[src/rtl/core_states_pkg.sv]
// Core pipeline states shared by the scheduler and the per-thread units.
// Only REQUEST and UPDATE matter to the load/store unit.
package core_states_pkg;

   typedef enum logic [2:0] {
      FETCH   = 3'd0,
      DECODE  = 3'd1,
      REQUEST = 3'd2,
      WAIT    = 3'd3,
      EXECUTE = 3'd4,
      UPDATE  = 3'd5,
      DONE    = 3'd6
   } core_state_e;

endpackage

[src/rtl/lsu_states_pkg.sv]
// Load/store unit states, shared with the core scheduler
// so it can wait for every LSU to reach DONE.
package lsu_states_pkg;

   typedef enum logic [2:0] {
      IDLE       = 3'd0,
      REQUESTING = 3'd1,
      WAITING    = 3'd2,
      DONE       = 3'd3
   } lsu_state_e;

endpackage

[src/rtl/lsu.sv]
// Per-thread load/store unit: issues one valid/ready request
// into a memory-controller slot and returns load data.
module lsu
   import lsu_states_pkg::*;
#(
   parameter int ADDR_BITS      = 8,
   parameter int DATA_BITS      = 16,
   parameter int TIMEOUT_CYCLES = 255
) (
   input  logic                 clk,
   input  logic                 reset_n,
   input  logic                 enable,
   input  logic [2:0]           core_state,
   input  logic                 decoded_mem_read_enable,
   input  logic                 decoded_mem_write_enable,
   input  logic [DATA_BITS-1:0] rs,
   input  logic [DATA_BITS-1:0] rt,
   output logic                 mem_read_valid,
   output logic [ADDR_BITS-1:0] mem_read_address,
   input  logic                 mem_read_ready,
   input  logic [DATA_BITS-1:0] mem_read_data,
   output logic                 mem_write_valid,
   output logic [ADDR_BITS-1:0] mem_write_address,
   output logic [DATA_BITS-1:0] mem_write_data,
   input  logic                 mem_write_ready,
   output logic [2:0]           lsu_state,
   output logic [DATA_BITS-1:0] lsu_out,
   output logic                 lsu_error
);

   localparam int CW =
      (TIMEOUT_CYCLES > 0) ? $clog2(TIMEOUT_CYCLES + 1) : 1;
   localparam logic [CW-1:0] CNT_MAX = '1;

   lsu_state_e    state;
   logic          is_load;
   logic [CW-1:0] cnt;

   logic req_go;
   logic ready;
   logic timeout_hit;

   always_comb begin
      req_go = enable
         && (core_state == core_states_pkg::REQUEST)
         && (decoded_mem_read_enable || decoded_mem_write_enable);
      ready = is_load ? mem_read_ready : mem_write_ready;
      // Abort in the cycle the count would reach the limit
      timeout_hit = (TIMEOUT_CYCLES != 0)
         && ((int'(cnt) + 1) >= TIMEOUT_CYCLES);
   end

   assign lsu_state = state;

   always_ff @(posedge clk or negedge reset_n) begin
      if (!reset_n) begin
         state             <= IDLE;
         is_load           <= 1'b0;
         cnt               <= '0;
         mem_read_valid    <= 1'b0;
         mem_read_address  <= '0;
         mem_write_valid   <= 1'b0;
         mem_write_address <= '0;
         mem_write_data    <= '0;
         lsu_out           <= '0;
         lsu_error         <= 1'b0;
      end else begin
         unique case (state)
            IDLE: begin
               if (req_go) begin
                  state     <= REQUESTING;
                  is_load   <= decoded_mem_read_enable;
                  lsu_error <= 1'b0;
               end
            end
            // Hold off until the previous response's ready has dropped
            REQUESTING: begin
               if (is_load && !mem_read_ready) begin
                  mem_read_valid   <= 1'b1;
                  mem_read_address <= rs[ADDR_BITS-1:0];
                  state            <= WAITING;
               end else if (!is_load && !mem_write_ready) begin
                  mem_write_valid   <= 1'b1;
                  mem_write_address <= rs[ADDR_BITS-1:0];
                  mem_write_data    <= rt;
                  state             <= WAITING;
               end
            end
            WAITING: begin
               if (ready) begin
                  mem_read_valid  <= 1'b0;
                  mem_write_valid <= 1'b0;
                  if (is_load) lsu_out <= mem_read_data;
                  cnt   <= '0;
                  state <= DONE;
               end else if (timeout_hit) begin
                  mem_read_valid  <= 1'b0;
                  mem_write_valid <= 1'b0;
                  lsu_error       <= 1'b1;
                  cnt             <= '0;
                  state           <= DONE;
               end else if (cnt != CNT_MAX) begin
                  cnt <= cnt + 1'b1;
               end
            end
            DONE: begin
               if (core_state == core_states_pkg::UPDATE)
                  state <= IDLE;
            end
            default: state <= IDLE;
         endcase
      end
   end

endmodule

[config.mk]
export PLATFORM = sky130hd
export DESIGN_NAME = lsu
export DESIGN_NICKNAME = d
export VERILOG_FILES = /design/src/rtl/core_states_pkg.sv /design/src/rtl/lsu_states_pkg.sv /design/src/rtl/lsu.sv
export SDC_FILE = /design/constraint.sdc
export NUM_CORES = 1
export LEC_CHECK = 0
export CORE_AREA = 2 2 72 109
export DETAILED_ROUTE_END_ITERATION = 7
export DIE_AREA = 0 0 74 111
export PLACE_DENSITY = 0.8
export SLEW_MARGIN = 5
export SYNTH_ARGS = -nofsm -noshare
export SYNTH_HDL_FRONTEND = slang
export SYNTH_SLANG_ARGS = --single-unit
export TNS_END_PERCENT = 1
[constraint.sdc]
create_clock -name clk -period 1.9 [get_ports clk]
set_input_delay 0.38 -clock clk [delete_from_list [all_inputs] [get_ports clk]]
set_output_delay 0.38 -clock clk [all_outputs]
set_load 0.05 [all_outputs]
**Yosys cells after proc, flatten, opt, wreduce, memory -nomap -nowiden**

Cells that the tools add are included.

- Bits in registers: 63
- Output and inout port bits: 54

- $add $sub $neg: 2
- $lt $le $gt $ge: 1
- Eq/ne operators: 15
- Mux-type cells: 22
- Bitwise logic cells: 1
- Reduce and logical (&&, ||, !) cells: 21

Operators with widths:

| operator | number |
|---|---|
| 8-bit two-way mux | 3 |
| 3-bit two-way mux | 6 |
| 2-bit != test (second input constant) | 7 |
| 3-bit case mux with 4 select lines | 1 |
| 4-bit AND reduction | 3 |
| 8-bit by 1-bit adder with 9-bit output (second input constant) | 1 |
| 3-bit by 2-bit == test with 1-bit output (second input constant) | 3 |
| 9-bit by 8-bit >= comparator with 1-bit output (second input constant) | 1 |
| 1-bit two-way mux | 9 |
| 3-bit AND reduction | 3 |
| 8-bit by 1-bit adder with 8-bit output (second input constant) | 1 |
| 8-bit != test (second input constant) | 1 |
| 3-bit != test (second input constant) | 2 |
| 1-bit case mux with 2 select lines | 3 |
| 2-bit AND reduction | 3 |
| 1-bit logical AND | 4 |
| 2-bit nonzero test | 2 |
| 3-bit by 1-bit == test with 1-bit output (second input constant) | 1 |
| 3-bit == test (second input constant) | 1 |
| 1-bit logical NOT | 3 |
| 3-bit logical NOT | 1 |
| 3-bit nonzero test | 1 |
| 1-bit logical OR | 1 |
| 1-bit NOT | 1 |

**Logic depth before layout (Yosys ltp)**

Gate-level depths: netlist (run 1).

- Word-level depth: 5
- Mapped depth: 7

**Least setup slack after synthesis (run 1)**

Ideal clock, no wire load.

- Path kind: flip-flop to flip-flop
- From: register state[1], in the netlist lsu_state[1]
- To: register state[1], in the netlist lsu_state[1]
- Setup time: 0.125 ns
- Data arrival time: 1.957 ns
- Data required time: 1.775 ns
- Slack: -0.182 ns
- Stages on the path, launching flop included: 6
- Buffers on the path: 0
- Clock period less this slack: 2.082 ns
- Path through: dfrtp_1 -> ha_1 -> clkinv_1 -> nor3_2 -> a211oi_4 -> mux2_4

- Word-level cells in the longest chain between the ends: 3

Ends and longest elaborated chain:

| what | line | text |
|---|---|---|
| start: declaration | lsu.sv:35 | `lsu_state_e state;` |
| start signal: assignment | lsu.sv:57 | `state <= IDLE;` |
| start signal: assignment | lsu.sv:71 | `state <= REQUESTING;` |
| start signal: assignment | lsu.sv:81 | `state <= WAITING;` |
| 3-bit by 1-bit == test with 1-bit output (tied with other cells) | lsu.sv:68 | `unique case (state)` |
| 3-bit != test (no source line) or 2-bit != test (tied branches) | n/a |  |
| 4-bit AND reduction (no source line) | n/a |  |

Several ways; a longest one is shown, not always the timed one.
A chain may end at the register's enable or synchronous reset.

**Worst setup path after layout (run 1)**

- From: register cnt[0]
- To: register state[1], in the netlist lsu_state[1]

- Word-level cells in the longest chain between the ends: 4

Ends and longest elaborated chain:

| what | line | text |
|---|---|---|
| start: declaration | lsu.sv:37 | `logic [CW-1:0] cnt;` |
| start signal: assignment | lsu.sv:103 | `cnt <= cnt + 1'b1;` |
| 8-bit by 1-bit adder with 9-bit output | lsu.sv:50 | `&& ((int'(cnt) + 1) >= TIMEOUT_CYCLES);` |
| 9-bit by 8-bit >= comparator with 1-bit output | lsu.sv:50 |  |
| 3-bit != test (no source line) | n/a |  |
| 4-bit AND reduction (no source line) | n/a |  |

No other way between the ends.

==> results.md, run 1 <==
* Total power of the final layout at roughly 8.3 mW
* Clock-pin slew of the registers on the worst-case setup and hold paths at roughly 0.05 ns
* Number of hold buffers added after CTS at 0
* Num Clock Sinks at 62
* Combinational cell fraction of total power at 0.558
* Switching share of total power at 0.445
* Reg2reg end: lsu_state[1]
* Clock tree from TritonCTS: yes
* Clock insertion delay at the later pin of the skew report at ~0.33 ns
* CTS H-tree lvls at 3
* Fraction of the core area covered by cells at the end of the flow at 0.597
* Fill cell total of the finished layout at between 500 and 600
* Final Max Slew Viols at 0
* Placeable core area at 7370 um^2
* Final global-route overflow total at 0
* Post-synthesis instance total at 199
* Critical path data arrival time at ~2.1 ns
* Layout cells sized above 1 at 0.380
* Final Wtd Congestion at ~0.76
* Effective utilization at floorplan at 0.376
* Number of rows created at floorplan at 39
* Number of buffers and inverters on the critical path at 1
* Clk_skew at ~0.006 ns
* Ratio of routed vias to standard cells at between 4 and 5
* Data required time of the critical path at about 2.1 ns
* Final HPWL DP at roughly 5000 um
* Minimum setup slack in the final design at -0.0131 ns
* Async S/R FF share, synth at 1.00
* DIE WIDTH at around 74 um
* Largest net degree at the start of global routing at 36
* F_max at around 520 MHz
* Post-Synthesis Cell Area at roughly 2800 um^2
* First-pass iteration count of the detailed router at 4
* Min-delay worst type: input port to async pin
* Net switching power figure at roughly 3.7 mW
* Maximum fanout along the worst path at 5
* Fraction of synthesized cell area taken by the top area cell type at 0.561
* Final cell count without fillers at ~430
* Commonest cells in the synthesized netlist: dfrtp_1 (62), mux2_2 (50), a21oi_1 (6), ha_1 (6), nand2_1 (6)
* Pin slew with the least headroom to its limit at 0.634 ns
* Area delta synth->final at 58.8%
* Cell class contributing the biggest share of worst-path delay: compound AO/OA/AOI/OAI gates
* Critical path launch point: cnt[0]
* Critical path startpoint category: flop
* Critical setup path kind: flop to flop
* Run status: finished with violations
* Yosys synthesis warning count at 0
* Violated checks: setup timing
* Worst reg2reg startpoint: cnt[0]
* Hold violation count in the final report at 0
* Share of power burned in the clock network at 0.174
* Die H at between 100 and 150 um
* Number of DRC markers in iteration 0 at 57
* Maximum clock path buffer count at 2
* Wire length reported by the detailed router at around 6900 um
* Max transition margin at 0.577
* Mean instance size in the synthesized netlist at approximately 14 um^2
* Area used by sequential logic in the layout at roughly 1600 um^2
* DRC violations left at 0
* Worst setup path endpoint: lsu_state[1]
* Overall via count from detail_route at 2145
* Global-route usage over all layers at 0.178
* Cells along the critical path: inv_2, ha_4, nor2_2, o2111a_2, nand3_4, a211oi_4, mux2_4
* Post-DP Area at around 4100 um^2
* Proportion of power drawn by flip-flops and latches at 0.269
* Peak supply drop at approximately 0.0010 V
* P_int at about 4.6 mW
* Total number of nets in the final design at about 390
* Number of maximum-capacitance violations at 0
* Final clock period utilization by the worst path at 1.01
* Unrepaired setup endpoints after global routing: yes
* Setup violation total in the final timing report at 1
* Leakage Power at 1.96 nW
* Leading cell types by total area after synthesis: dfrtp_1 (56%), mux2_2 (20%), ha_1 (2.7%)
* Residual antenna-violating net count after detailed routing at 0
* Crit end category: flop
* Total die area at 8210 um^2
* Number of different library cells in the post-synthesis netlist at 47
* Biggest cell delay along the critical path at between 0.4 and 0.5 ns
* Number of enable flip-flop cells after synthesis at 0
* Total stage count of the critical path at 7
* Area of all placed cells without fillers at 4400 um^2
* Power density relative to cell area at 1900 nW/um^2
* Tmin final at about 1.9 ns
* Wire length per cell after detailed routing at approximately 16 um
* Total I/O pin count at about 110
* First-pass GRT wire length at about 11000 um
* Internal reg-to-reg setup slack at -0.01 ns
* Area of combinational cells with multiple inputs at 1200 um^2
* Post-synth net total at 263
* Initial antenna violation count at 0
* CTS buffer count at 9
* Clock Tree Root: clkbuf_16
* Hold slack final at approximately 0.067 ns
* Post-synthesis sequential area ratio at 0.561
* Number of global-route vias before repair at around 2200
* Top-count cell post-synth: dfrtp_1
* Diode count at 0
* CP max stage cell: dfrtp_1
* Synthesized flop and latch total at between 60 and 70
* PortBufs at roughly 100
* Worst-case reg-to-reg path depth at 7
* Cell type contributing the most total cell area after synthesis: dfrtp_1
* Ys flop type: dfrtp_1
* Number of placed instances, taps included at 418
registers in the layout, summed over array words and instances (netlist names):
name and flops:
lsu_state 2, lsu_error 1, mem_read_valid 1, mem_write_address 8, mem_write_valid 1, lsu_out 16, mem_write_data 16, cnt 8
is_load 1, mem_read_address 8
layout make-up:
| type | count | share of cell area |
|---|---|---|
| Clock buffer | 12 | 0.0561 |
| Inverter | 6 | 0.00512 |
| Tap cell | 102 | 0.0290 |
| Clock inverter | 2 | 0.00228 |
| Sequential cell | 62 | 0.354 |
| Timing Repair Buffer | 127 | 0.280 |
| Multi-Input combinational cell | 123 | 0.274 |
routing by layer:
metal  part of all wire  vias up  track usage
met1               0.37     1068        0.184
met2               0.55       73        0.308
met3              0.047       16       0.0491
met4              0.032        0        0.101
met5                  0        -            0
li1                   -      988            -
power groups by stage:
stage               Combinational (mW)  Sequential [mW]  Clock [mW]
floorplan                         1.13             4.10           0
global placement                  4.55             2.21           0
detailed placement                4.61             2.25           0
CTS                               4.63             2.23        1.47
global route                      4.86             2.32        1.54
finish                            4.65             2.24        1.45
repair_timing:
action / 4_1_cts / 5_1_grt
resized for setup: 1 / 14
setup endpoints to repair: 2 / 15
cloned: 0 / 0
setup buffers: 0 / 2
pin swaps: 1 / 3
stage by stage:
| step | TNS, ns | worst slack (ns) |
|---|---|---|
| after floorplan | -0.0118 | -0.0118 |
| final | -0.0131 | -0.0131 |
| after CTS | -0.000329 | -0.000329 |
| after global placement | -0.308 | -0.147 |
| after global routing | -0.428 | -0.103 |
| after detailed placement | -0.994 | -0.184 |
placed cells by master (no fill, tap or decap), drive strengths merged, types with 3 or more instances in the layout:
| cell | instances |
|---|---|
| and3 | 3 |
| clkbuf | 12 |
| mux2i | 5 |
| ha | 6 |
| o21ai | 4 |
| a21oi | 8 |
| clkdlybuf4s50 | 79 |
| nor2 | 3 |
| nor3 | 3 |
| mux2 | 51 |
| nand2 | 6 |
| and4 | 3 |
| a221oi | 3 |
| dfrtp | 62 |
| buf | 42 |
| dlymetal6s2s | 6 |
| inv | 5 |
| nand3 | 5 |
| clkinv | 3 |
cell families after synthesis:
logic type / Yosys count / share of synthesized area
AOI/OAI and AO/OA: 30 / 0.0864
xor gates and xnor gates: 3 / 0.00950
adders and majority gates: 6 / 0.0271
buffers and inverters: 14 / 0.0244
DFF: 62 / 0.561
muxes: 56 / 0.227
other: 1 / 0.00135
and+or+nand+nor: 27 / 0.0637
how the worst min path moves through the flow:
stage               cells past startpoint  slack [ns]                    to
floorplan                               0        0.08                cnt[0]
global placement                        1        0.43  mem_write_address[5]
detailed placement                      1        0.43  mem_write_address[5]
CTS                                     1        0.08  mem_write_address[5]
global route                            1        0.12  mem_write_address[5]
finish                                  1        0.07  mem_write_address[5]
Note: power is estimated with default switching activity, not from simulation.
==> run 2, diff against run 1 <==
- CORE_AREA: 2 2 72 109 -> 2 2 76 114
- DIE_AREA: 0 0 74 111 -> 0 0 78 116
- PLACE_DENSITY: 0.8 -> 0.74
==> run 2 against run 1 <==
Effect of this change:
- sequential share of layout area decreased by 0.81 points
- setup slack improved by 0.017 ns
- highest routed layer unchanged
- flip-flop and latch count unchanged
- hold slack about the same
- clock power increased by 28%
- clock-buffer cell count decreased by 1
- die area increased by 10%
- the flow now finishes without violations
- wire length decreased by 8.7%
- total power increased by 4.8%
==> results.md, run 2 (synthesized netlist as in run 1, its figures left out) <==
* Run status: finished, final reports clean (was finished with violations)
* Reg2reg end: lsu_state[1] (unchanged)
* Number of placed instances, taps included at 423 (was 418)
* Max transition margin at 0.654 (was 0.577)
* Global-route usage over all layers at 0.146 (was 0.178)
* Critical path launch point: cnt[1] (was cnt[0])
* Ratio of routed vias to standard cells at 4.82 (was 4.94)
* DIE WIDTH at 78 um (was 74 um)
* Critical path startpoint category: flop (unchanged)
* Die H at 116 um (was 111 um)
* Clock tree from TritonCTS: yes (unchanged)
* Worst reg2reg startpoint: cnt[1] (was cnt[0])
* Post-DP Area at 4100 um^2 (was 4060 um^2)
* Internal reg-to-reg setup slack at 0.004 ns (was -0.01 ns)
* CTS H-tree lvls at 3 (unchanged)
* Clock Tree Root: clkbuf_16 (unchanged)
* Total power of the final layout at 8.73 mW (was 8.33 mW)
* Setup violation total in the final timing report at 0 (was 1)
* Highest-count cells in the layout ignoring fill and taps: clkdlybuf4s50_1 (86), dfrtp_1 (60), mux2_2 (50), buf_4 (34), clkbuf_16 (9) (was clkdlybuf4s50_1 (79), dfrtp_1 (59), mux2_2 (50), buf_4 (37), clkbuf_16 (9))
* Crit end category: flop (unchanged)
* Final Wtd Congestion at 0.782 (was 0.764)
* Critical path data arrival time at 2.09 ns (was 2.12 ns)
* Diode count at 0 (unchanged)
* Hold violation count in the final report at 0 (unchanged)
* Total I/O pin count at 112 (unchanged)
* Pre-CTS worst setup slack at -0.149 ns (was -0.184 ns)
* Min-delay worst type: input port to async pin (unchanged)
* Largest registers: lsu_out (16), mem_write_data (16) (unchanged)
* Number of maximum-capacitance violations at 0 (unchanged)
* PortBufs at 102 (unchanged)
* F_max at 527 MHz (was 523 MHz)
* Most common cell after layout, fill and taps aside: clkdlybuf4s50_1 (unchanged)
* Hold slack final at 0.0671 ns (about the same)
* Initial antenna violation count at 0 (unchanged)
* CTS buffer count at 9 (unchanged)
* Residual antenna-violating net count after detailed routing at 0 (unchanged)
* Peak supply drop at 0.000911 V (was 0.00100 V)
* Number of DRC markers in iteration 0 at 46 (was 57)
* Final cell count without fillers at 440 (was 434)
* Final clock period utilization by the worst path at 0.998 (was 1.01)
* Maximum fanout along the worst path at 4 (was 5)
* Worst setup path endpoint: lsu_state[1] (unchanged)
* Overall via count from detail_route at 2122 (was 2145)
* Final Max Slew Viols at 0 (unchanged)
* Worst-case reg-to-reg path depth at 6 (was 7)
* Num Clock Sinks at 62 (unchanged)
* Final HPWL DP at 4610 um (was 4950 um)
* DRC violations left at 0 (unchanged)
* Minimum setup slack in the final design at 0.00401 ns (was -0.0131 ns)
* Layout cells sized above 1 at 0.373 (was 0.380)
* Number of global-route vias before repair at 2178 (was 2226)
* Effective utilization at floorplan at 0.346 (was 0.376)
* Area delta synth->final at 62.4% (was 58.8%)
* Clock-pin slew of the registers on the worst-case setup and hold paths at 0.05 ns (about the same)
* Maximum clock path buffer count at 2 (unchanged)
* Data required time of the critical path at 2.09 ns (was 2.11 ns)
* Clock insertion delay at the later pin of the skew report at 0.32 ns (was 0.33 ns)
* Critical setup path kind: flop to flop (unchanged)
* Wire length per cell after detailed routing at 14.2 um (was 15.8 um)
* Number of rows created at floorplan at 40 (was 39)
* Pin slew with the least headroom to its limit at 0.518 ns (was 0.634 ns)
* Tmin final at 1.90 ns (was 1.91 ns)
* Power density relative to cell area at 1940 nW/um^2 (was 1900 nW/um^2)
* Area of all placed cells without fillers at 4490 um^2 (was 4400 um^2)
* First-pass GRT wire length at 10400 um (was 10900 um)
* First-pass iteration count of the detailed router at 4 (unchanged)
* Total number of nets in the final design at 394 (was 393)
* Clk_skew at 0.00614 ns (was 0.00603 ns)
* Wire length reported by the detailed router at 6270 um (was 6860 um)
* Final global-route overflow total at 0 (unchanged)
* Placeable core area at 8010 um^2 (was 7370 um^2)
* Largest net degree at the start of global routing at 63 (was 36)
* Unrepaired setup endpoints after global routing: yes (unchanged)
* Leakage Power at 1.96 nW (about the same)
* Total die area at 9050 um^2 (was 8210 um^2)
## run 2: what timing repair did
item | in CTS | in global routing
hold buffers | 0 | 0
gates resized for setup | 4 | 4
setup buffers | 1 | 0
cloned | 0 | 0
endpoints found under the setup margin | 2 | 13
pin swaps | 6 | 1
## run 2: through the flow
stage / utilization / TNS, ns
floorplan: - / -0.0118
global placement: 0.512 / -0.234
detailed placement: 0.512 / -0.945
CTS: 0.559 / -0.00402
global route: 0.561 / -0.379
finish: 0.561 / 0
## run 2: worst max-delay path, cell delays in order, from the launching register on
cell,delay (ns)
dfrtp_1,0.42
ha_2,0.23
xor2_1,0.14
o2111a_2,0.24
nand3_4,0.12
a211oi_4,0.29
mux2_4,0.32
## run 2: worst min-delay path by stage
stage                      endpoint  depth (start not counted)    start
2_1_floorplan                cnt[0]                          0  reset_n
3_3_place_gp      mem_write_data[6]                          2  reset_n
3_5_place_dp      mem_write_data[6]                          2  reset_n
4_1_cts           mem_write_data[7]                          2  reset_n
5_1_grt        mem_write_address[4]                          2  reset_n
6_report       mem_write_address[4]                          2  reset_n
## run 2: routing by layer
metal  wire length, um  share of wire  up-vias  global-route usage
li1                  -              -      999                   -
met1              2470           0.39     1040               0.163
met2              3340           0.53       73               0.260
met3               303          0.048       10              0.0343
met4               156          0.025        0              0.0737
met5                 0              0        -                   0
## run 2: layout make-up
cell class                      count  area [um^2]
Fill cell                         687         3510
Sequential cell                    62         1550
Timing Repair Buffer              128         1250
Multi-Input combinational cell    123         1190
Clock buffer                       11          243
Tap cell                          105          131
Clock inverter                      5          106
Inverter                            6         22.5
## run 2: power breakdown
group          total (mW)  switching [mW]  internal [mW]  leakage [nW]
combinational        4.66            2.81           1.84          1.02
clock                1.86           0.543           1.32         0.166
sequential           2.22           0.313           1.90         0.772
